**src/rtl/alu_flag_if.sv**
```systemverilog
// Bundle between the add/sub datapath, branch unit and the Z/V/N flag unit.
// Master drives the datapath/branch side; slave is the flag unit itself.
interface alu_flag_if #(
  parameter int DATA_W = 16,
  parameter int CNT_W  = 16
);
  logic              en;
  logic [DATA_W-1:0] alu_result;
  logic              alu_ovfl;
  logic              upd_z;
  logic              upd_v;
  logic              upd_n;
  logic              br_valid;
  logic [2:0]        cond;
  logic              sat_clr;
  logic              flag_z;
  logic              flag_v;
  logic              flag_n;
  logic              br_taken;
  logic [CNT_W-1:0]  sat_cnt;

  modport master (
    output en, alu_result, alu_ovfl, upd_z, upd_v, upd_n, br_valid, cond, sat_clr,
    input  flag_z, flag_v, flag_n, br_taken, sat_cnt
  );

  modport slave (
    input  en, alu_result, alu_ovfl, upd_z, upd_v, upd_n, br_valid, cond, sat_clr,
    output flag_z, flag_v, flag_n, br_taken, sat_cnt
  );
endinterface

```
**src/rtl/alu_flag_unit.sv**
```systemverilog
// Z/V/N condition flag registers, branch condition resolution and a saturating
// overflow-event counter. Optional macro FLAG_BYPASS_EN forwards same-cycle flag updates to branch resolution.
module alu_flag_unit #(
  parameter int DATA_W = 16,
  parameter int CNT_W  = 16
) (
  input logic        clk,
  input logic        rst,
  alu_flag_if.slave  bus
);
  localparam logic [2:0] COND_NEQ    = 3'b000;
  localparam logic [2:0] COND_EQ     = 3'b001;
  localparam logic [2:0] COND_GT     = 3'b010;
  localparam logic [2:0] COND_LT     = 3'b011;
  localparam logic [2:0] COND_GTE    = 3'b100;
  localparam logic [2:0] COND_LTE    = 3'b101;
  localparam logic [2:0] COND_OVFL   = 3'b110;
  localparam logic [2:0] COND_UNCOND = 3'b111;

  logic             z_q, v_q, n_q;
  logic [CNT_W-1:0] cnt_q;
  logic             z_new, n_new;
  logic             z_sel, v_sel, n_sel;
  logic             taken;

  assign z_new = (bus.alu_result == '0);
  assign n_new = bus.alu_result[DATA_W-1];

  // NOTE: state registers use non-blocking assignments so every flop samples
  // pre-edge values regardless of statement order.
  always_ff @(posedge clk or posedge rst) begin
    if (rst) begin
      z_q <= 1'b0;
      v_q <= 1'b0;
      n_q <= 1'b0;
    end else if (bus.en) begin
      if (bus.upd_z) z_q <= z_new;
      if (bus.upd_v) v_q <= bus.alu_ovfl;
      if (bus.upd_n) n_q <= n_new;
    end
  end

  // Clear beats an overflow event in the same cycle; count sticks at all-ones.
  always_ff @(posedge clk or posedge rst) begin
    if (rst) begin
      cnt_q <= '0;
    end else if (bus.en) begin
      if (bus.sat_clr)
        cnt_q <= '0;
      else if (bus.upd_v && bus.alu_ovfl && (cnt_q != '1))
        cnt_q <= cnt_q + 1'b1;
    end
  end

`ifdef FLAG_BYPASS_EN
  assign z_sel = (bus.en && bus.upd_z) ? z_new        : z_q;
  assign v_sel = (bus.en && bus.upd_v) ? bus.alu_ovfl : v_q;
  assign n_sel = (bus.en && bus.upd_n) ? n_new        : n_q;
`else
  assign z_sel = z_q;
  assign v_sel = v_q;
  assign n_sel = n_q;
`endif

  // NOTE: combinational outputs get a default before the case so no path
  // through the block leaves them unassigned (which would infer a latch).
  always_comb begin
    taken = 1'b0;
    if (bus.br_valid) begin
      case (bus.cond)
        COND_NEQ:    taken = !z_sel;
        COND_EQ:     taken = z_sel;
        COND_GT:     taken = !z_sel && !n_sel;
        COND_LT:     taken = n_sel;
        COND_GTE:    taken = z_sel || !n_sel;
        COND_LTE:    taken = z_sel || n_sel;
        COND_OVFL:   taken = v_sel;
        COND_UNCOND: taken = 1'b1;
        default:     taken = 1'b0;
      endcase
    end
  end

  assign bus.flag_z   = z_q;
  assign bus.flag_v   = v_q;
  assign bus.flag_n   = n_q;
  assign bus.sat_cnt  = cnt_q;
  assign bus.br_taken = taken;
endmodule

```
**src/flat_wrapper.sv**
```systemverilog
// flat-port wrapper written by rule: the top's interface ports become plain ports
module alu_flag_unit_flat 
#(
  parameter int DATA_W = 16,
  parameter int CNT_W  = 16
)
  (clk, rst, bus_en, bus_alu_result, bus_alu_ovfl, bus_upd_z, bus_upd_v, bus_upd_n, bus_br_valid, bus_cond, bus_sat_clr, bus_flag_z, bus_flag_v, bus_flag_n, bus_br_taken, bus_sat_cnt);
  alu_flag_if #(.DATA_W(DATA_W), .CNT_W(CNT_W)) bus_i ();
  input logic clk;
  input logic rst;
  input wire logic [$bits(bus_i.en)-1:0] bus_en;
  input wire logic [$bits(bus_i.alu_result)-1:0] bus_alu_result;
  input wire logic [$bits(bus_i.alu_ovfl)-1:0] bus_alu_ovfl;
  input wire logic [$bits(bus_i.upd_z)-1:0] bus_upd_z;
  input wire logic [$bits(bus_i.upd_v)-1:0] bus_upd_v;
  input wire logic [$bits(bus_i.upd_n)-1:0] bus_upd_n;
  input wire logic [$bits(bus_i.br_valid)-1:0] bus_br_valid;
  input wire logic [$bits(bus_i.cond)-1:0] bus_cond;
  input wire logic [$bits(bus_i.sat_clr)-1:0] bus_sat_clr;
  output wire logic [$bits(bus_i.flag_z)-1:0] bus_flag_z;
  output wire logic [$bits(bus_i.flag_v)-1:0] bus_flag_v;
  output wire logic [$bits(bus_i.flag_n)-1:0] bus_flag_n;
  output wire logic [$bits(bus_i.br_taken)-1:0] bus_br_taken;
  output wire logic [$bits(bus_i.sat_cnt)-1:0] bus_sat_cnt;
  assign bus_i.en = bus_en;
  assign bus_i.alu_result = bus_alu_result;
  assign bus_i.alu_ovfl = bus_alu_ovfl;
  assign bus_i.upd_z = bus_upd_z;
  assign bus_i.upd_v = bus_upd_v;
  assign bus_i.upd_n = bus_upd_n;
  assign bus_i.br_valid = bus_br_valid;
  assign bus_i.cond = bus_cond;
  assign bus_i.sat_clr = bus_sat_clr;
  assign bus_flag_z = bus_i.flag_z;
  assign bus_flag_v = bus_i.flag_v;
  assign bus_flag_n = bus_i.flag_n;
  assign bus_br_taken = bus_i.br_taken;
  assign bus_sat_cnt = bus_i.sat_cnt;
  alu_flag_unit #(.DATA_W(DATA_W), .CNT_W(CNT_W)) u_core (.clk(clk), .rst(rst), .bus(bus_i));
endmodule
```
**config.mk**
```make
export PLATFORM = sky130hd
export DESIGN_NAME = alu_flag_unit_flat
export DESIGN_NICKNAME = d
export VERILOG_FILES = /design/src/rtl/alu_flag_if.sv /design/src/rtl/alu_flag_unit.sv /design/src/flat_wrapper.sv
export SDC_FILE = /design/constraint.sdc
export NUM_CORES = 1
export LEC_CHECK = 0
export ABC_AREA = 1
export CORE_MARGIN = 5
export CORE_UTILIZATION = 30
export CTS_CLUSTER_DIAMETER = 80
export DETAILED_ROUTE_END_ITERATION = 10
export GPL_TIMING_DRIVEN = 0
export PLACE_DENSITY = 0.67
export SLEW_MARGIN = 5
export SYNTH_ARGS = -nofsm -noshare
export SYNTH_HDL_FRONTEND = slang
export SYNTH_SLANG_ARGS = --single-unit
```
**constraint.sdc**
```tcl
create_clock -name clk -period 1.59 [get_ports clk]
set_input_delay 0.159 -clock clk [delete_from_list [all_inputs] [get_ports clk]]
set_output_delay 0.159 -clock clk [all_outputs]
set_load 0.01 [all_outputs]
```
### Word level (Yosys, flattened, before mapping)

Index checks and enable logic that the tools add are counted.

* add/sub/neg operators: 1
* eq/ne operators: 8
* multiplexer cells: 4
* reductions and logical operators: 14

Operators with widths (count)
* 16-bit two-way mux: 2
* 16-bit by 1-bit adder with 16-bit output, second input constant: 1
* 16-bit zero test: 1
* 16-bit != test, second input constant: 1
* 3-bit == test, second input constant: 4
* 1-bit case mux with 8 select lines: 1
* 2-bit AND reduction: 4
* 3-bit by 2-bit == test with 1-bit output, second input constant: 2
* 3-bit by 1-bit == test with 1-bit output, second input constant: 1
* 1-bit logical AND: 3
* 3-bit zero test: 1
* 1-bit zero test: 2
* 1-bit logical OR: 2
* 2-bit nonzero test: 1
* 1-bit two-way mux: 1

* flip-flop bits (word level): 19
* word-level logic and storage cells: 31

### Logic depth before layout (Yosys ltp)

* word-level depth: 4
* mapped depth: 10
* depth with buffers taken out: 9

### Worst setup path before layout

OpenSTA, ideal clock, no wires.

* kind: register -> register
* from: reg u_core.cnt_q[1] (netlist: u_core.bus.sat_cnt[1])
* to: reg u_core.cnt_q[0] (netlist: u_core.bus.sat_cnt[0])
* data arrival time: 1405 ps
* data required time: 1471 ps
* slack: 66 ps
* stages on the path, launching flop included: 10
* period minus slack after synthesis: 1524 ps
* cell sequence: dfrtp_1 -> ha_1 -> nand2_1 -> nor2_4 -> nand2_2 -> nor2_2 -> o21ai_1 -> buf_2 -> nand3_1 -> nand2_1

* cells in the longest elaborated chain, start to end: 4

Ends and longest elaborated chain
* start: declaration: line alu_flag_unit.sv:21 `logic [CNT_W-1:0] cnt_q;`
* start signal: assignment: line alu_flag_unit.sv:51 `cnt_q <= cnt_q + 1'b1;`
* 16-bit != test: line alu_flag_unit.sv:50 `else if (bus.upd_v && bus.alu_ovfl && (cnt_q != '1))`
* 1-bit logical AND: line alu_flag_unit.sv:50
* 2-bit nonzero test (no line)
* 2-bit AND reduction (no line)

No other way between the ends.
A chain may end at the register's enable or synchronous reset.

### Worst setup path in the final report

* from: reg u_core.cnt_q[1] (netlist: u_core.bus.sat_cnt[1])
* to: reg u_core.cnt_q[10] (netlist: u_core.bus.sat_cnt[10])

* cells in the longest elaborated chain, start to end: 4

Ends and longest elaborated chain
* branches (longest 4 deep; another with 16-bit by 1-bit adder with 16-bit output)

Parallel ways; which one is timed is not known. The select of a mux whose other input is x is not followed.

==> metrics.txt <==
Tcrit/Tclk final=98.1%; Area contributors post-synth=dfrtp_1, nand2_1, nor2_1; Final nets=278; status=completed; Die ar.=5720 um2; H-Tree Depth=1; Worst Tran Pin Value=0.728 ns; later-pin clock latency in the skew report=0.26 ns; Initial Util=31.6%; most frequent cell after synthesis=nand2_1; Total GRT Usage=13.0%; core area=4090 um2; area leader, netlist=dfrtp_1; routed length per instance=12.7 um; routability cong.=0.853; Tmin final=1.56 ns; Syn Nets=220; Setup violations, final=0; Yosys reg bits=19; TNS Setup=0 ns; Total Wirelength=3.79 mm; Worst Path Max Fanout=5; Slew Limit Fails=0; DRC=0; 1st-iter DRT viols=51; Synth async-reset ratio=100%; Pwr Density=595 nW/um2; DR vias=1388; max-cap viol count=0; worst setup margin=0.0308 ns; kind of critical path=reg -> reg; Fin. Hold Viols=0; Synth cell types=25; clk slew on worst S/H paths=0.07 ns; die span in x=75.6 um; fill count=414; Peak VDD IR=0.470 mV; leak pwr=0.813 nW; Core Util, Final=47.7%; Clock Sinks=19; unrepaired setup endpoints after global routing=yes; CTS root buf=clkbuf_8; total global routing overflow=0; max frequency=641 MHz; CTS tree=yes; Pwr Total=0.00116 W; Hold Path Class=in -> async; WHS=0.317 ns; layout cells sized above 1=11.7%; Post-synth EDFFs=0; cell mode on critical path=nor2_4; Max clock buf depth=2; max incr delay on CP=0.41 ns; Via-to-Cell Ratio=4.66; CP startpoint kind=flop; Slowest cell on crit path=dfrtp_1; Warnings, synthesis=0; Synth Flop Type=dfrtp_1; sequential-to-total area share from yosys stat=36.8%; number of antenna-violating nets in the routed design=0; Worst Path Arrival=1.74 ns; Post-Syn Area=1290 um2; first-pass iteration count of the detailed router=4; Post-Place Worst Slack=-0.238 ns; largest net degree at the start of global routing=20; first-pass GRT wire length=5.74 mm; clk_skew=0.00336 ns; initial antenna violation count=0; die height=75.6 um; Post-synth top cells=nand2_1, nor2_1, dfrtp_1, inv_1, nand3_1; vias in the first global route=1228; n_diodes=0; Setup crit end kind=flop; I/O Buffers=46; Mapped Cells=191; number of hold buffers added after CTS=0; area grow syn2layout=50.7%; CTS buffer count=3; Worst slew margin=51.4%; cells along the critical path=ha_4, nand2_2, nor2_4, nand2_2, nor2_4, nor2_2, nor2_4, buf_6, nand2_1, o21ai_1; CP Buf/Inv Count=1; cell family with most CP delay=simple AND/OR/NAND/NOR gates; IO Count=48; top cell type's share of synthesized area=36.8%; worst path required time=1.77 ns; FP Rows=23; Mean Syn Cell Area=6.77 um2; DPL Wire Length=2.72 mm
==> through the flow <==
step	area (um2)	cells
floorplan	1290	191
CTS	1880	293
finish	1950	298
detailed placement	1820	287
global placement	1820	287
global route	1950	298
==> sequential cells by signal, summed over array words and instances (netlist names) <==
register / cells
u_core.bus.flag_v: 1
u_core.bus.sat_cnt: 16
u_core.bus.flag_n: 1
u_core.bus.flag_z: 1
==> per-layer routing <==
layer,wire [um],global-route usage [%]
met5,0,0
met4,52,3.69
met3,169,2.90
met2,1910,22.1
met1,1660,16.5
==> worst paths after layout <==
path	depth (start not counted)	slack, ns	to	from
setup / recovery	10	0.03	u_core.bus.sat_cnt[10]$_DFFE_PP0P_	u_core.bus.sat_cnt[1]$_DFFE_PP0P_
hold / removal	2	0.32	u_core.bus.sat_cnt[1]$_DFFE_PP0P_	rst
setup reg to reg	10	0.03	u_core.bus.sat_cnt[10]$_DFFE_PP0P_	u_core.bus.sat_cnt[1]$_DFFE_PP0P_
hold reg to reg	2	0.51	u_core.bus.flag_v$_DFFE_PP0P_	u_core.bus.flag_v$_DFFE_PP0P_
max in group asynchronous	2	0.77	u_core.bus.sat_cnt[8]$_DFFE_PP0P_	rst
min in group clk	4	0.38	u_core.bus.sat_cnt[7]$_DFFE_PP0P_	bus_sat_clr
==> what timing repair did <==
item,4_1_cts,5_1_grt
endpoints found under the hold margin,0,0
gates resized for setup,4,15
setup endpoints to repair,17,16
setup buffers,2,3
cloned,0,2
==> power by group <==
group          switching [W]  internal, W  leakage, nW
registers          0.0000260     0.000504        0.252
logic               0.000124     0.000163        0.539
clock network       0.000165     0.000178       0.0228
==> cell usage in the layout, fill, tap and decap left out, drive strengths merged <==
master          n
clkinv          1
nor4            3
a21o            1
o21ai          14
dfrtp          19
o21bai          3
clkdlybuf4s50  45
nor3            1
nor2           28
nand4           5
ha              1
xnor2           1
a21oi           1
inv            20
nand2          64
buf            10
a31oi           2
clkbuf          6
xor2            6
nand3          17
==> area by class of cell <==
cell class              instances  area, um2  area share (%)
inverters                      21       78.8            4.05
clock buffers                   4       45.0            2.31
plain buffers                   4       33.8            1.73
well taps                      50       62.6            3.21
flip-flops and latches         19        480            24.7
multi-input cells             147        732            37.6
repair buffers                 53        515            26.5
==> cell families after synthesis <==
kind of cell / count (synthesis) / share of synthesized area [%]
AND/OR/NAND/NOR: 118 / 39.9
buffers and inverters: 25 / 8.52
XOR/XNOR: 7 / 4.74
AO/OA/AOI/OAI: 21 / 9.10
adder cells (fa/ha/maj): 1 / 0.968
flip-flops: 19 / 36.8
Note: power is estimated with default switching activity, not from simulation.
